==> src/rtl/reg_exec_pipe.sv <==
// reg_exec_pipe: issue/execute/writeback pipeline with full forwarding and an iterative shift-add multiply
module reg_exec_pipe #(
  parameter int N = 2,
  parameter int M = 4
) (
  input  logic         clk,
  input  logic         rst_n,
  input  logic         in_valid,
  output logic         in_ready,
  input  logic [2:0]   in_op,
  input  logic [N-1:0] in_rs1,
  input  logic [N-1:0] in_rs2,
  input  logic [N-1:0] in_rd,
  input  logic [M-1:0] in_imm,
  output logic [N-1:0] a1,
  output logic [N-1:0] a2,
  input  logic [M-1:0] d1,
  input  logic [M-1:0] d2,
  output logic         we3,
  output logic [N-1:0] a3,
  output logic [M-1:0] d3,
  output logic [15:0]  retire_cnt
);
  localparam int CW = (M > 1) ? $clog2(M) : 1;
  localparam logic [2:0] OP_ADD = 3'd0, OP_SUB = 3'd1, OP_AND = 3'd2, OP_OR = 3'd3,
                         OP_LI = 3'd4, OP_MUL = 3'd5;
  logic          ex_valid_q, ex_valid_d, wb_valid_q, wb_valid_d, wb_we_q, wb_we_d;
  logic [2:0]    ex_op_q, ex_op_d;
  logic [N-1:0]  ex_rd_q, ex_rd_d, wb_rd_q, wb_rd_d;
  logic [M-1:0]  ex_a_q, ex_a_d, ex_b_q, ex_b_d, ex_imm_q, ex_imm_d;
  logic [M-1:0]  mul_acc_q, mul_acc_d, wb_res_q, wb_res_d;
  logic [CW-1:0] mul_cnt_q, mul_cnt_d;
  logic [15:0]   retire_q, retire_d;
  logic          ex_done, ex_we, acc, mul_step, wb_fire;
  logic [M-1:0]  mul_part, ex_res, op_a, op_b;
  assign ex_done  = (ex_op_q != OP_MUL) || (mul_cnt_q == CW'(M - 1));
  assign ex_we    = ex_op_q[2:1] != 2'b11;
  assign in_ready = !ex_valid_q || ex_done;
  assign acc      = in_valid && in_ready;
  assign mul_step = ex_valid_q && !ex_done;
  assign wb_fire  = ex_valid_q && ex_done;
  assign a1 = in_rs1;
  assign a2 = in_rs2;
  assign we3 = wb_valid_q && wb_we_q;
  assign a3 = wb_rd_q;
  assign d3 = wb_res_q;
  assign retire_cnt = retire_q;
  // partial product for the current multiplier bit; on the last step it completes the product
  assign mul_part = ex_b_q[mul_cnt_q] ? (ex_a_q << mul_cnt_q) : '0;
  assign ex_res = (ex_op_q == OP_ADD) ? ex_a_q + ex_b_q :
                  (ex_op_q == OP_SUB) ? ex_a_q - ex_b_q :
                  (ex_op_q == OP_AND) ? ex_a_q & ex_b_q :
                  (ex_op_q == OP_OR)  ? ex_a_q | ex_b_q :
                  (ex_op_q == OP_LI)  ? ex_imm_q :
                  (ex_op_q == OP_MUL) ? mul_acc_q + mul_part : '0;
  // EX forward outranks WB so the youngest write to a register wins
  assign op_a = (wb_fire && ex_we && ex_rd_q == in_rs1) ? ex_res :
                (wb_valid_q && wb_we_q && wb_rd_q == in_rs1) ? wb_res_q : d1;
  assign op_b = (wb_fire && ex_we && ex_rd_q == in_rs2) ? ex_res :
                (wb_valid_q && wb_we_q && wb_rd_q == in_rs2) ? wb_res_q : d2;
  always_comb begin
    ex_valid_d = acc || mul_step;
    ex_op_d    = acc ? in_op : ex_op_q;
    ex_rd_d    = acc ? in_rd : ex_rd_q;
    ex_a_d     = acc ? op_a : ex_a_q;
    ex_b_d     = acc ? op_b : ex_b_q;
    ex_imm_d   = acc ? in_imm : ex_imm_q;
    mul_cnt_d  = acc ? '0 : mul_step ? mul_cnt_q + CW'(1) : mul_cnt_q;
    mul_acc_d  = acc ? '0 : mul_step ? mul_acc_q + mul_part : mul_acc_q;
    wb_valid_d = wb_fire;
    wb_we_d    = wb_fire ? ex_we : wb_we_q;
    wb_rd_d    = wb_fire ? ex_rd_q : wb_rd_q;
    wb_res_d   = wb_fire ? ex_res : wb_res_q;
    retire_d   = retire_q + 16'(wb_valid_q);
  end
  always_ff @(posedge clk or negedge rst_n) begin
    if (!rst_n) begin
      ex_valid_q <= 1'b0;
      ex_op_q    <= '0;
      ex_rd_q    <= '0;
      ex_a_q     <= '0;
      ex_b_q     <= '0;
      ex_imm_q   <= '0;
      mul_cnt_q  <= '0;
      mul_acc_q  <= '0;
      wb_valid_q <= 1'b0;
      wb_we_q    <= 1'b0;
      wb_rd_q    <= '0;
      wb_res_q   <= '0;
      retire_q   <= '0;
    end else begin
      ex_valid_q <= ex_valid_d;
      ex_op_q    <= ex_op_d;
      ex_rd_q    <= ex_rd_d;
      ex_a_q     <= ex_a_d;
      ex_b_q     <= ex_b_d;
      ex_imm_q   <= ex_imm_d;
      mul_cnt_q  <= mul_cnt_d;
      mul_acc_q  <= mul_acc_d;
      wb_valid_q <= wb_valid_d;
      wb_we_q    <= wb_we_d;
      wb_rd_q    <= wb_rd_d;
      wb_res_q   <= wb_res_d;
      retire_q   <= retire_d;
    end
  end
endmodule

==> config.mk <==
export PLATFORM = sky130hd
export DESIGN_NAME = reg_exec_pipe
export DESIGN_NICKNAME = d
export VERILOG_FILES = /design/src/rtl/reg_exec_pipe.sv
export SDC_FILE = /design/constraint.sdc
export NUM_CORES = 1
export LEC_CHECK = 0
export BUFFER_PORTS_ARGS = -buffer_cell sky130_fd_sc_hd__buf_2
export CORE_MARGIN = 2
export CORE_UTILIZATION = 30
export CTS_BUF_LIST = sky130_fd_sc_hd__clkbuf_4 sky130_fd_sc_hd__clkbuf_8 sky130_fd_sc_hd__clkbuf_16
export DETAILED_ROUTE_END_ITERATION = 10
export PLACE_DENSITY = 0.56
export SETUP_SLACK_MARGIN = 0.02
export SLEW_MARGIN = 20
export SYNTH_ARGS = -nofsm -noshare
export SYNTH_HDL_FRONTEND = slang
export SYNTH_SLANG_ARGS = --single-unit
export TNS_END_PERCENT = 20
==> constraint.sdc <==
create_clock -name clk -period 3.6 [get_ports clk]
set_input_delay 0.54 -clock clk [delete_from_list [all_inputs] [get_ports clk]]
set_output_delay 0.54 -clock clk [all_outputs]
set_load 0.005 [all_outputs]
==> summary.md <==
| Metric | Value |
|---|---|
| # setup viols final | 0 |
| Drt via density | 4.74 |
| Slowest cell on crit path | or3_2 |
| Hold Vio Cnt, Final | 0 |
| DRC | 0 |
| Chip height | 103 um |
| GP Congestion | 0.814 |
| Largest net degree at the start of global routing | 49 |
| Finished Layout Cells | 461 |
| Post-CTS Hold Fix Bufs | 0 |
| Syn_area_per_cell | 10.2 um^2 |
| Setup TNS | 0 ps |
| Initial antenna violation count | 0 |
| Pre-CTS setup slack | 764 ps |
| Synth async-reset ratio | 100% |
| Min Hold Slack | 241 ps |
| Via Count | 2185 |
| Most common cell after layout, fill and taps aside | buf_2 |
| Leak Pwr | 0.00163 uW |
| Clk Tree Root Cell | clkbuf_8 |
| Critical path launch point type | register |
| RSZ-0062 raised after global routing | no |
| Status | finished clean |
| WL final | 6430 um |
| Register area share after synthesis | 41.2% |
| Share of cells above drive strength 1 | 25.3% |
| DP HPWL | 4890 um |
| CTS buffer count | 5 |
| Clock insertion delay at the later pin of the skew report | 300 ps |
| Worst vdd ir | 0.180 mV |
| Die area | 0.0105 mm^2 |
| CP max stage delay | 490 ps |
| Syn Std Cell Area | 0.00291 mm^2 |
| Number of I/O pins | 52 |
| Fin crit share | 78.6% |
| Area grow syn2layout | 16.3% |
| Worst Skew | 7.41 ps |
| Worst EP arrival | 3070 ps |
| Vias in the first global route | 2219 |
| YS warnings | 0 |
| Post-CTS setup buffer count | 0 |
| Fillers | 952 |
| Distinct cells, synth | 45 |
| Fin nets | 375 |
| Pwr Density | 516 mW/mm^2 |
| Clock Sinks | 48 |
| Port buffer count | 51 |
| Cells after Synth | 285 |
| Crit-path cells | inv_1 > or3_2 > a21oi_1 > ha_1 > a21o_1 > a21oi_1 > xnor3_1 > o21a_1 > o211ai_2 > o21a_1 |
| 1st-pass router iterations | 4 |
| Synthesized net count | 329 |
| Iter 0 DRT Violations | 133 |
| HP Class | in2async |
| Max Cap Viol | 0 |
| Synth Flop Type | dfrtp_1 |
| #FFs+latches synth | 48 |
| WS Path Type | reg2reg |
| Placed cell count | 453 |
| Final Core Density | 36.3% |
| Global-route wire length before repair | 10700 um |
| Worst setup EP type | register |
| Crit path buf inv count | 1 |
| CP delay by family, top | compound AO/OA/AOI/OAI gates |
| Grt total ovfl | 0 |
| Antenna-violating nets left | 0 |
| Rel. slew slack | 48.7% |
| Max Root-Sink Buffers | 2 |
| Most frequent cells in the layout | buf_2, dfrtp_1, nand2_1, inv_1 |
| Final setup margin | 771 ps |
| WL/cell | 13.9 um |
| GR Util All Layers | 13.0% |
| CTS tree | done |
| Number of synthesized flops with an enable pin | 0 |
| Standard-cell row count | 35 |
| Max Clock Freq | 0.354 GHz |
| Resized Gates After CTS | 0 |
| Slew @ Worst Pin | 763 ps |
| Die width | 103 um |
| # diodes | 0 |
| Fin crit period | 2830 ps |
| Starting density of the core | 31.2% |
| Worst-path maximum fanout | 6 |
| CP required | 3840 ps |
| Final Max Slew Viols | 0 |
| H-tree depth | 2 |
| CTS clock-pin slew for the worst setup and hold paths | 90 ps |
| Core box area | 0.00933 mm^2 |
==> kinds of logic after synthesis <==
group | Yosys count | synth area share, %
and+or+nand+nor | 81 | 13.2
xor gates and xnor gates | 25 | 7.99
buffers and inverters | 33 | 5.41
adders and majority gates | 20 | 9.36
muxes | 32 | 13.0
AOI/OAI and AO/OA | 46 | 9.75
DFF | 48 | 41.2
==> report_power, final <==
part | total [uW] | internal (uW) | switching [uW]
sequential | 764 | 640 | 124
clock | 435 | 245 | 189
combinational | 548 | 270 | 278
total | 1750 | 1160 | 591
==> path summary, 6_finish.rpt <==
check                                    startpoint                       end  slack [ps]  cells after the start
setup / recovery              ex_a_q[1]$_DFFE_PN0P_         d3[3]$_DFFE_PN0P_         770                     10
hold / removal                                rst_n         a3[1]$_DFFE_PN0P_         240                      1
setup reg to reg              ex_a_q[1]$_DFFE_PN0P_         d3[3]$_DFFE_PN0P_         770                     10
hold reg to reg            retire_cnt[15]$_DFF_PN0_  retire_cnt[15]$_DFF_PN0_         470                      1
max in group asynchronous                     rst_n  retire_cnt[14]$_DFF_PN0_        2920                      1
min in group clk                           in_op[2]    ex_op_q[2]$_DFFE_PN0P_         460                      2
==> cells in the mapped netlist, types with 7 or more instances <==
cell type  count  share of area [%]
dfrtp_1       48                 41
nand2_1       26                3.4
inv_1         19                2.4
ha_1          17                7.3
mux2_2        17                6.6
xnor2_1       17                5.1
nand3_1       16                2.7
nor2_1        16                2.1
o21ai_0       16                2.7
mux2i_1       12                4.1
a21oi_1        9                1.5
xor2_1         7                2.1
==> stage by stage <==
| stage | instance area, um^2 | power [uW] |
|---|---|---|
| 2_1_floorplan | 2910 | 1130 |
| 3_3_place_gp | 3260 | 1310 |
| 3_5_place_dp | 3260 | 1330 |
| 4_1_cts | 3390 | 1770 |
| 5_1_grt | 3390 | 1870 |
| 6_report | 3390 | 1750 |
==> metal layers <==
metal | GRT usage (%) | routed length (um) | up-vias
met1 | 16.4 | 2940 | 1077
li1 | - | - | 1073
met5 | 0 | 0 | -
met4 | 4.10 | 60 | 0
met2 | 23.0 | 3280 | 31
met3 | 1.90 | 142 | 4
==> sequential cells by signal, summed over array words and instances (netlist names) <==
name and flops:
d3 4, ex_op_q 3, mul_cnt_q 2, wb_valid_q 1, ex_imm_q 4, ex_valid_q 1
ex_b_q 4, a3 2, retire_cnt 16, wb_we_q 1, ex_a_q 4, ex_rd_q 2
mul_acc_q 4
==> area by class of cell <==
type | instances | area, um^2 | share of cell area, %
inverters | 19 | 71.3 | 2.11
flip-flops and latches | 48 | 1200 | 35.5
clock buffers | 7 | 96.3 | 2.84
well taps | 129 | 161 | 4.77
clock inverters | 1 | 30.0 | 0.887
multi-input cells | 204 | 1550 | 45.9
repair buffers | 53 | 273 | 8.05
Note: power is estimated with default switching activity, not from simulation.
